==> src/rtl/bayes_stoch_pkg.sv <==
// rtl/bayes_stoch_pkg.sv - shared state type and default sizing for the stochastic Bayesian accumulator
package bayes_stoch_pkg;

  localparam int M_DEFAULT    = 8;
  localparam int NOBS_DEFAULT = 2;
  localparam int NCNT_DEFAULT = 8;

  typedef enum logic [1:0] {
    ST_IDLE = 2'd0,
    ST_LOAD = 2'd1,
    ST_RUN  = 2'd2,
    ST_DONE = 2'd3
  } state_t;

endpackage

==> src/rtl/stoch_cmp.sv <==
// rtl/stoch_cmp.sv - stochastic number generator bit: random word below probability word
module stoch_cmp #(
  parameter int M = 8
) (
  input  logic [M-1:0] i_rnd,
  input  logic [M-1:0] i_lik,
  output logic         o_bit
);

  assign o_bit = (i_rnd < i_lik);

endmodule

==> src/rtl/bayes_stoch_acc.sv <==
// rtl/bayes_stoch_acc.sv - ANDs per-observation stochastic bits and counts posterior ones over a 2**NCNT window
// Optional prior term enabled by defining BAYES_PRIOR_EN.
module bayes_stoch_acc
  import bayes_stoch_pkg::*;
#(
  parameter int M    = M_DEFAULT,
  parameter int NOBS = NOBS_DEFAULT,
  parameter int NCNT = NCNT_DEFAULT
) (
  input  logic              clk,
  input  logic              rst,
  input  logic              start,
  input  logic              abort,
  input  logic [NOBS*M-1:0] rnd,
  input  logic [NOBS*M-1:0] lik,
`ifdef BAYES_PRIOR_EN
  input  logic [M-1:0]      prior,
  input  logic [M-1:0]      rnd_prior,
`endif
  output logic              load_lfsr,
  output logic              inference,
  output logic              busy,
  output logic              done,
  output logic [NCNT:0]     count
);

  state_t          r_state;
  state_t          w_state_nxt;
  logic [NCNT-1:0] r_cyc;
  logic [NCNT:0]   r_count;
  logic            r_load_lfsr;
  logic            r_inference;
  logic            r_busy;
  logic            r_done;
  logic [NOBS-1:0] w_b;
  logic            w_p;

  for (genvar g = 0; g < NOBS; g++) begin : g_obs
    stoch_cmp #(.M(M)) u_cmp (
      .i_rnd (rnd[g*M +: M]),
      .i_lik (lik[g*M +: M]),
      .o_bit (w_b[g])
    );
  end

`ifdef BAYES_PRIOR_EN
  logic w_b_prior;

  stoch_cmp #(.M(M)) u_cmp_prior (
    .i_rnd (rnd_prior),
    .i_lik (prior),
    .o_bit (w_b_prior)
  );

  assign w_p = (&w_b) & w_b_prior;
`else
  assign w_p = &w_b;
`endif

  always_comb begin
    w_state_nxt = r_state;
    case (r_state)
      ST_IDLE: if (start) w_state_nxt = ST_LOAD;
      ST_LOAD: w_state_nxt = ST_RUN;
      ST_RUN:  if (&r_cyc) w_state_nxt = ST_DONE;
      ST_DONE: if (start) w_state_nxt = ST_LOAD;
      default: w_state_nxt = ST_IDLE;
    endcase
    if (abort) w_state_nxt = ST_IDLE;
  end

  always_ff @(posedge clk) begin
    if (rst) begin
      r_state <= ST_IDLE;
    end else begin
      r_state <= w_state_nxt;
    end
  end

  // LFSR commands are decoded from the next state so they leave flops directly
  always_ff @(posedge clk) begin
    if (rst) begin
      r_load_lfsr <= 1'b0;
      r_inference <= 1'b0;
      r_busy      <= 1'b0;
      r_done      <= 1'b0;
    end else begin
      r_load_lfsr <= (w_state_nxt == ST_LOAD);
      r_inference <= (w_state_nxt == ST_RUN);
      r_busy      <= (w_state_nxt == ST_LOAD) || (w_state_nxt == ST_RUN);
      r_done      <= (w_state_nxt == ST_DONE);
    end
  end

  always_ff @(posedge clk) begin
    if (rst) begin
      r_cyc   <= '0;
      r_count <= '0;
    end else begin
      if (w_state_nxt == ST_LOAD) begin
        r_cyc <= '0;
      end else if (r_state == ST_RUN) begin
        r_cyc <= r_cyc + 1'b1;
      end
      if (abort || (w_state_nxt == ST_LOAD)) begin
        r_count <= '0;
      end else if ((r_state == ST_RUN) && w_p) begin
        r_count <= r_count + 1'b1;
      end
    end
  end

  assign load_lfsr = r_load_lfsr;
  assign inference = r_inference;
  assign busy      = r_busy;
  assign done      = r_done;
  assign count     = r_count;

endmodule

==> config.mk <==
export PLATFORM = sky130hd
export DESIGN_NAME = bayes_stoch_acc
export DESIGN_NICKNAME = d
export VERILOG_FILES = /design/src/rtl/bayes_stoch_pkg.sv /design/src/rtl/stoch_cmp.sv /design/src/rtl/bayes_stoch_acc.sv
export SDC_FILE = /design/constraint.sdc
export NUM_CORES = 1
export LEC_CHECK = 0
export BUFFER_PORTS_ARGS = -buffer_cell sky130_fd_sc_hd__clkbuf_2
export CAP_MARGIN = 20
export CORE_MARGIN = 2
export CORE_UTILIZATION = 50
export CTS_CLUSTER_DIAMETER = 30
export DETAILED_ROUTE_END_ITERATION = 12
export GPL_ROUTABILITY_DRIVEN = 0
export PLACE_DENSITY = 0.78
export SLEW_MARGIN = 30
export SYNTH_ARGS = -nofsm -noshare
export SYNTH_HDL_FRONTEND = slang
export SYNTH_SLANG_ARGS = --single-unit
==> constraint.sdc <==
create_clock -name clk -period 3 [get_ports clk]
set_input_delay 0.3 -clock clk [delete_from_list [all_inputs] [get_ports clk]]
set_output_delay 0.3 -clock clk [all_outputs]
set_load 0.01 [all_outputs]
# Word-level counts from Yosys, hierarchy flattened

Cells that the tools add are included.

Output and inout bits: 13
Logic and storage cells: 30
Register bits: 23
Bits in writable memories: 0
Memory bits (read-only): 0
Memories kept: 0
Bits in latches: 0

Reduce and logical (&&, ||, !) cells: 9
$mul: 0
Magnitude comparators: 2
Add/subtract/negate cells: 2
Eq/ne operators: 6
Divide/modulo/power cells: 0
Shift-type cells: 0
Bitwise gates (word level): 0
Muxes and demuxes: 4

Operator list:

| cell                                                 | count |
|---|---|
| < comparator 8 bit                                   | 2 |
| adder 9 x 1 -> 9 bit (second input constant)         | 1 |
| adder 8 x 1 -> 8 bit (second input constant)         | 1 |
| equality test 2 bit (second input constant)          | 4 |
| AND reduction 8 bit                                  | 1 |
| two-way mux 2 bit                                    | 3 |
| case mux 2 bit (3 select lines)                      | 1 |
| OR reduction 2 bit                                   | 3 |
| equality test 2 x 1 -> 1 bit (second input constant) | 2 |
| zero test 2 bit                                      | 1 |
| logical OR 1 bit                                     | 2 |
| AND reduction 2 bit                                  | 1 |
| logical AND 1 bit                                    | 1 |

# Logic depth before layout (Yosys ltp)

Depth after elaboration: 7
Mapped depth: 12

# Hierarchy

A second synthesis with hierarchy kept.

Cells, all modules: 165
Area total of the unflattened synthesis: 1401.3 um2

Modules (own cells, without submodules):

| module          | cells each | area each (um2) | times used |
|---|---|---|---|
| bayes_stoch_acc | 115        | 1048.5          | 1 |
| stoch_cmp       | 25         | 176.4           | 2 |

# Least setup slack after synthesis

Ideal clock, no wire load.

Path type: flip-flop to flip-flop
From: reg r_state[0]
To: reg r_count[8] (netlist: count[8])
Period minus slack after synthesis: 2.110 ns
Stages on the path, launching flop included: 12
Data arrival time: 2.038 ns
Slack: 0.890 ns
Data required time: 2.928 ns
Path buffers: 2
Cells stage by stage: dfxtp_1 > inv_1 > ha_1 > buf_2 > nand2_1 > a211o_1 > inv_1 > ha_1 > or3_1 > clkbuf_1 > or2_2 > mux2i_1

Cells in the longest elaborated chain, start to end: 7
Elaborated cells between the ends (all ways): 13
Classes of those cells: eq/ne: 4; mux: 4; reduce/logical: 5

RTL lines:

| item                                                   | RTL line               | RTL |
|---|---|---|
| start: declaration                                     | bayes_stoch_acc.sv:27  | `state_t r_state;` |
| start signal: assignment                               | bayes_stoch_acc.sv:76  | `r_state <= w_state_nxt;` |
| equality test 2 bit or zero test 2 bit (tied branches) | bayes_stoch_acc.sv:62  | `case (r_state)` |
| OR reduction 2 bit (no source line)                    | --                     |  |
| case mux 2 bit (3 select lines) (*)                    | bayes_stoch_acc.sv:62  |  |
| two-way mux 2 bit (*)                                  | bayes_stoch_acc.sv:69  | `if (abort) w_state_nxt = ST_IDLE;` |
| named net w_state_nxt[0]                               | bayes_stoch_acc.sv:28  | `state_t w_state_nxt;` |
| equality test 2 x 1 -> 1 bit (*)                       | bayes_stoch_acc.sv:105 | `if (abort \|\| (w_state_nxt == ST_LOAD)) begin` |
| logical OR 1 bit (*)                                   | bayes_stoch_acc.sv:105 |  |
| OR reduction 2 bit (no source line) (*)                | --                     |  |
| end signal: assignment                                 | bayes_stoch_acc.sv:108 | `r_count <= r_count + 1'b1;` |
| end: declaration                                       | bayes_stoch_acc.sv:30  | `logic [NCNT:0] r_count;` |

The timed path passes the listed nets; every way through them passes the cells marked *.
A chain may end at the register's enable or synchronous reset.

# Worst setup path in the final report

From: reg r_cyc[0]
To: reg r_count[8] (netlist: count[8])

Cells in the longest elaborated chain, start to end: 7

RTL lines:

| item                                | RTL line               | RTL |
|---|---|---|
| start: declaration                  | bayes_stoch_acc.sv:29  | `logic [NCNT-1:0] r_cyc;` |
| start signal: assignment            | bayes_stoch_acc.sv:103 | `r_cyc <= r_cyc + 1'b1;` |
| AND reduction 8 bit                 | bayes_stoch_acc.sv:65  | `ST_RUN: if (&r_cyc) w_state_nxt = ST_DONE;` |
| two-way mux 2 bit                   | bayes_stoch_acc.sv:65  |  |
| case mux 2 bit (3 select lines)     | bayes_stoch_acc.sv:62  |  |
| two-way mux 2 bit                   | bayes_stoch_acc.sv:69  |  |
| named net w_state_nxt[0]            | bayes_stoch_acc.sv:28  |  |
| equality test 2 x 1 -> 1 bit        | bayes_stoch_acc.sv:105 |  |
| logical OR 1 bit                    | bayes_stoch_acc.sv:105 |  |
| OR reduction 2 bit (no source line) | --                     |  |

The timed path passes the listed nets, and every way through them passes these cells.

==> impl_metrics.toml <==
[status]
status = "complete, no violations"

[drt]
avgRoutedWirePerCell_um = 11.2
drt_iter0_drc = 40
vias = 1329
drt-pass1-iter-count = 4
routed_via_density = 5.34
drc = 0
drt_wl_total_um = 2790
postRouteAntennaNets = 0

[global_route]
grt_max_degree = 14
use_met2 = 0.337
grt_pass1_vias = 1289
grt_pass1_wl_um = 5190
grt.met1_usage = 0.234
antenna_found_initial = 0
grt-ovfl-total = 0
grtUsageMet3 = 0.0505
grt_busiest_layer = "met2"
track_usage = 0.190

[worst_setup_path]
end_kind = "flop"
crit_chain = "ha_1 > nand3_1 > o21ai_0 > nand2_1 > a211o_1 > inv_1 > ha_1 > or3_1 > or2_2 > mux2i_1"
criticalPathCategory = "flop to flop"
ff2ff_path_depth = 10
reg2reg_to = "count[8]$_SDFFE_PP0P_"
rr_startpoint = "r_cyc[0]$_SDFFE_PP0P_"
required_ns = 3.25
cp_slowest_stage_delay_ns = 0.47
critical-path-slowest-cell = "or3_1"
cp_common_cell = "ha_1"
crit_arrival_ns = 2.50
critPathLaunchType = "flop"
worstPathMaxFanout = 9
reg2reg_slack_ns = 0.75

[pwr]
p_leak_nw = 0.828
pwr-share-clk = 0.255
peakVddDrop_mv = 0.459
swShare = 0.259
pwr-share-seq = 0.561
p_per_area_nw_per_um2 = 316
power.switching_mw = 0.144
power_frac_comb = 0.185
p_int_mw = 0.411

[timing]
tightest_slew_ns = 0.762
post-route-min-period_ns = 2.25
hold_viol_final = 0
fin_crit_sh = 0.749
skew_ns = 0.0145
fin_tns_setup_ns = 0
rsz0062_at_grt = "no"
setup_viol = 0
max_freq_mhz = 445
slew_headroom = 0.492
drv_slew = 0

[final_layout]
area_growth_pct = 18.6
final_util = 0.632
layout-drive-gt1-share = 0.280
n_antenna_cell = 0
nNetsFinal = 276

[die]
core_area_um2 = 2780
floorplan.initialDensity = 0.533
die_h_um = 58.5
die_x_um = 58.5
ios = 49
num_rows = 19
dieArea_um2 = 3420

[placed_design]
dp_hpwl_um = 2310
port_buffers = 48

[clock_tree]
ctsHoldBuffers = 0
post_cts_resize_count = 0
postCtsSetupRepairBufs = 0
cts_made_buffers = 3
cts.clk_slew.worst_paths_ns = 0.13
cts_sinks = 23
cts_buffer_depth = 2
htree_levels = 1
cts-root-buf = "clkbuf_4"
clk_latency_ns = 0.31
cts_tree = "yes"

[synth]
ys_types = 35
synth_ff_type = "dfxtp_1"
ys_ff_latch = 23
syn_inst = 171
syn_avg_cell_area_um2 = 8.67
synthTopCellsByCount = "dfxtp_1, ha_1, inv_1"
syn_nets = 228
synth_top_area_share = 0.311
yosysWarnings = 0
synth-edff-count = 0
synth_most_common_cell = "dfxtp_1"
synth-seq-area-share = 0.311
syn_area_um2 = 1480
synth-async-reset-ratio = 0
synth_area_leaders = "dfxtp_1, ha_1, inv_1"
yosys.area.top_type = "dfxtp_1"

[min_path]
whs_path_depth = 2
min_path_type = "primary input to flop"
worstHoldStart = "rst"
hold_end = "load_lfsr$_SDFF_PP0_"

[run]
cap_violations = 0
-- power groups by stage --
stage	sequential, mW	combinational [mW]	clock [mW]
floorplan	0.319	0.0658	0
detailed placement	0.318	0.104	0
CTS	0.311	0.104	0.149
global route	0.312	0.118	0.162
finish	0.311	0.103	0.141
global placement	0.318	0.102	0
-- layout make-up --
type | instances | area (um^2)
Timing Repair Buffer | 48 | 240
Multi-Input combinational cell | 123 | 918
Inverter | 20 | 75.1
Clock buffer | 4 | 26.3
Tap cell | 31 | 38.8
Sequential cell | 23 | 460
Fill cell | 243 | 1020
-- cells in the final DEF, fill, tap and decap left out, drive strengths merged --
cell / count
nor2: 15
or4: 3
a31oi: 2
clkbuf: 52
nand4: 7
xor2: 4
or2: 6
o21ai: 9
and4: 1
ha: 21
a211o: 3
nand3: 7
nor4: 2
o31ai: 4
dfxtp: 23
a21oi: 7
nor2b: 3
o32a: 1
xnor2: 1
mux2i: 5
nand2: 8
nor3: 2
or3: 4
and3: 2
a211oi: 2
o32ai: 1
inv: 20
o211ai: 1
or2b: 2
-- per-layer routing --
layer | vias up | wire length (um)
met5 | - | 0
met4 | 0 | 9
met3 | 2 | 93
met2 | 16 | 1430
met1 | 608 | 1250
li1 | 703 | -
-- critical path, delay by kind of cell, from the launching register on --
family,cells,cell delay (ns)
and+or+nand+nor,4,0.95
adders and majority gates,2,0.46
DFF,1,0.36
AOI/OAI and AO/OA,2,0.24
muxes,1,0.12
buffers and inverters,1,0.07
-- state kept, by name, indices dropped and copies added (netlist names) --
register / cells
count: 9
r_cyc: 8
r_state: 2
busy: 1
done: 1
inference: 1
load_lfsr: 1
-- how the worst max path moves through the flow --
stage / from / endpoint / slack [ns] / cells past startpoint
final: r_cyc[0]$_SDFFE_PP0P_ / count[8]$_SDFFE_PP0P_ / 0.75 / 10
after global routing: r_cyc[0]$_SDFFE_PP0P_ / count[8]$_SDFFE_PP0P_ / 0.51 / 10
after CTS: r_cyc[0]$_SDFFE_PP0P_ / count[8]$_SDFFE_PP0P_ / 0.74 / 10
after detailed placement: r_state[0]$_SDFF_PP0_ / count[8]$_SDFFE_PP0P_ / 0.77 / 9
after global placement: r_cyc[0]$_SDFFE_PP0P_ / count[8]$_SDFFE_PP0P_ / 0.81 / 10
after floorplan: r_state[0]$_SDFF_PP0_ / count[8]$_SDFFE_PP0P_ / 0.89 / 11
-- through the flow --
step	area (um^2)	setup WS (ns)	total power, mW	hold WS (ns)	std cells
5_1_grt	1760	0.507	0.593	0.217	249
3_5_place_dp	1730	0.769	0.422	0.466	245
3_3_place_gp	1730	0.814	0.420	0.457	245
2_1_floorplan	1480	0.890	0.385	0.367	171
4_1_cts	1760	0.741	0.565	0.224	249
6_report	1760	0.752	0.555	0.234	249
-- cells by family (layout without fill, tap and decap cells) --
kind of cell | Yosys count | in the layout | synth area share
simple gates | 62 | 62 | 0.230
compound gates | 30 | 30 | 0.149
mux | 5 | 5 | 0.0338
buf+inv | 25 | 72 | 0.0700
flops | 23 | 23 | 0.311
xor+xnor | 5 | 5 | 0.0295
fa+ha+maj | 21 | 21 | 0.177
(Power assumes the default switching activity.)
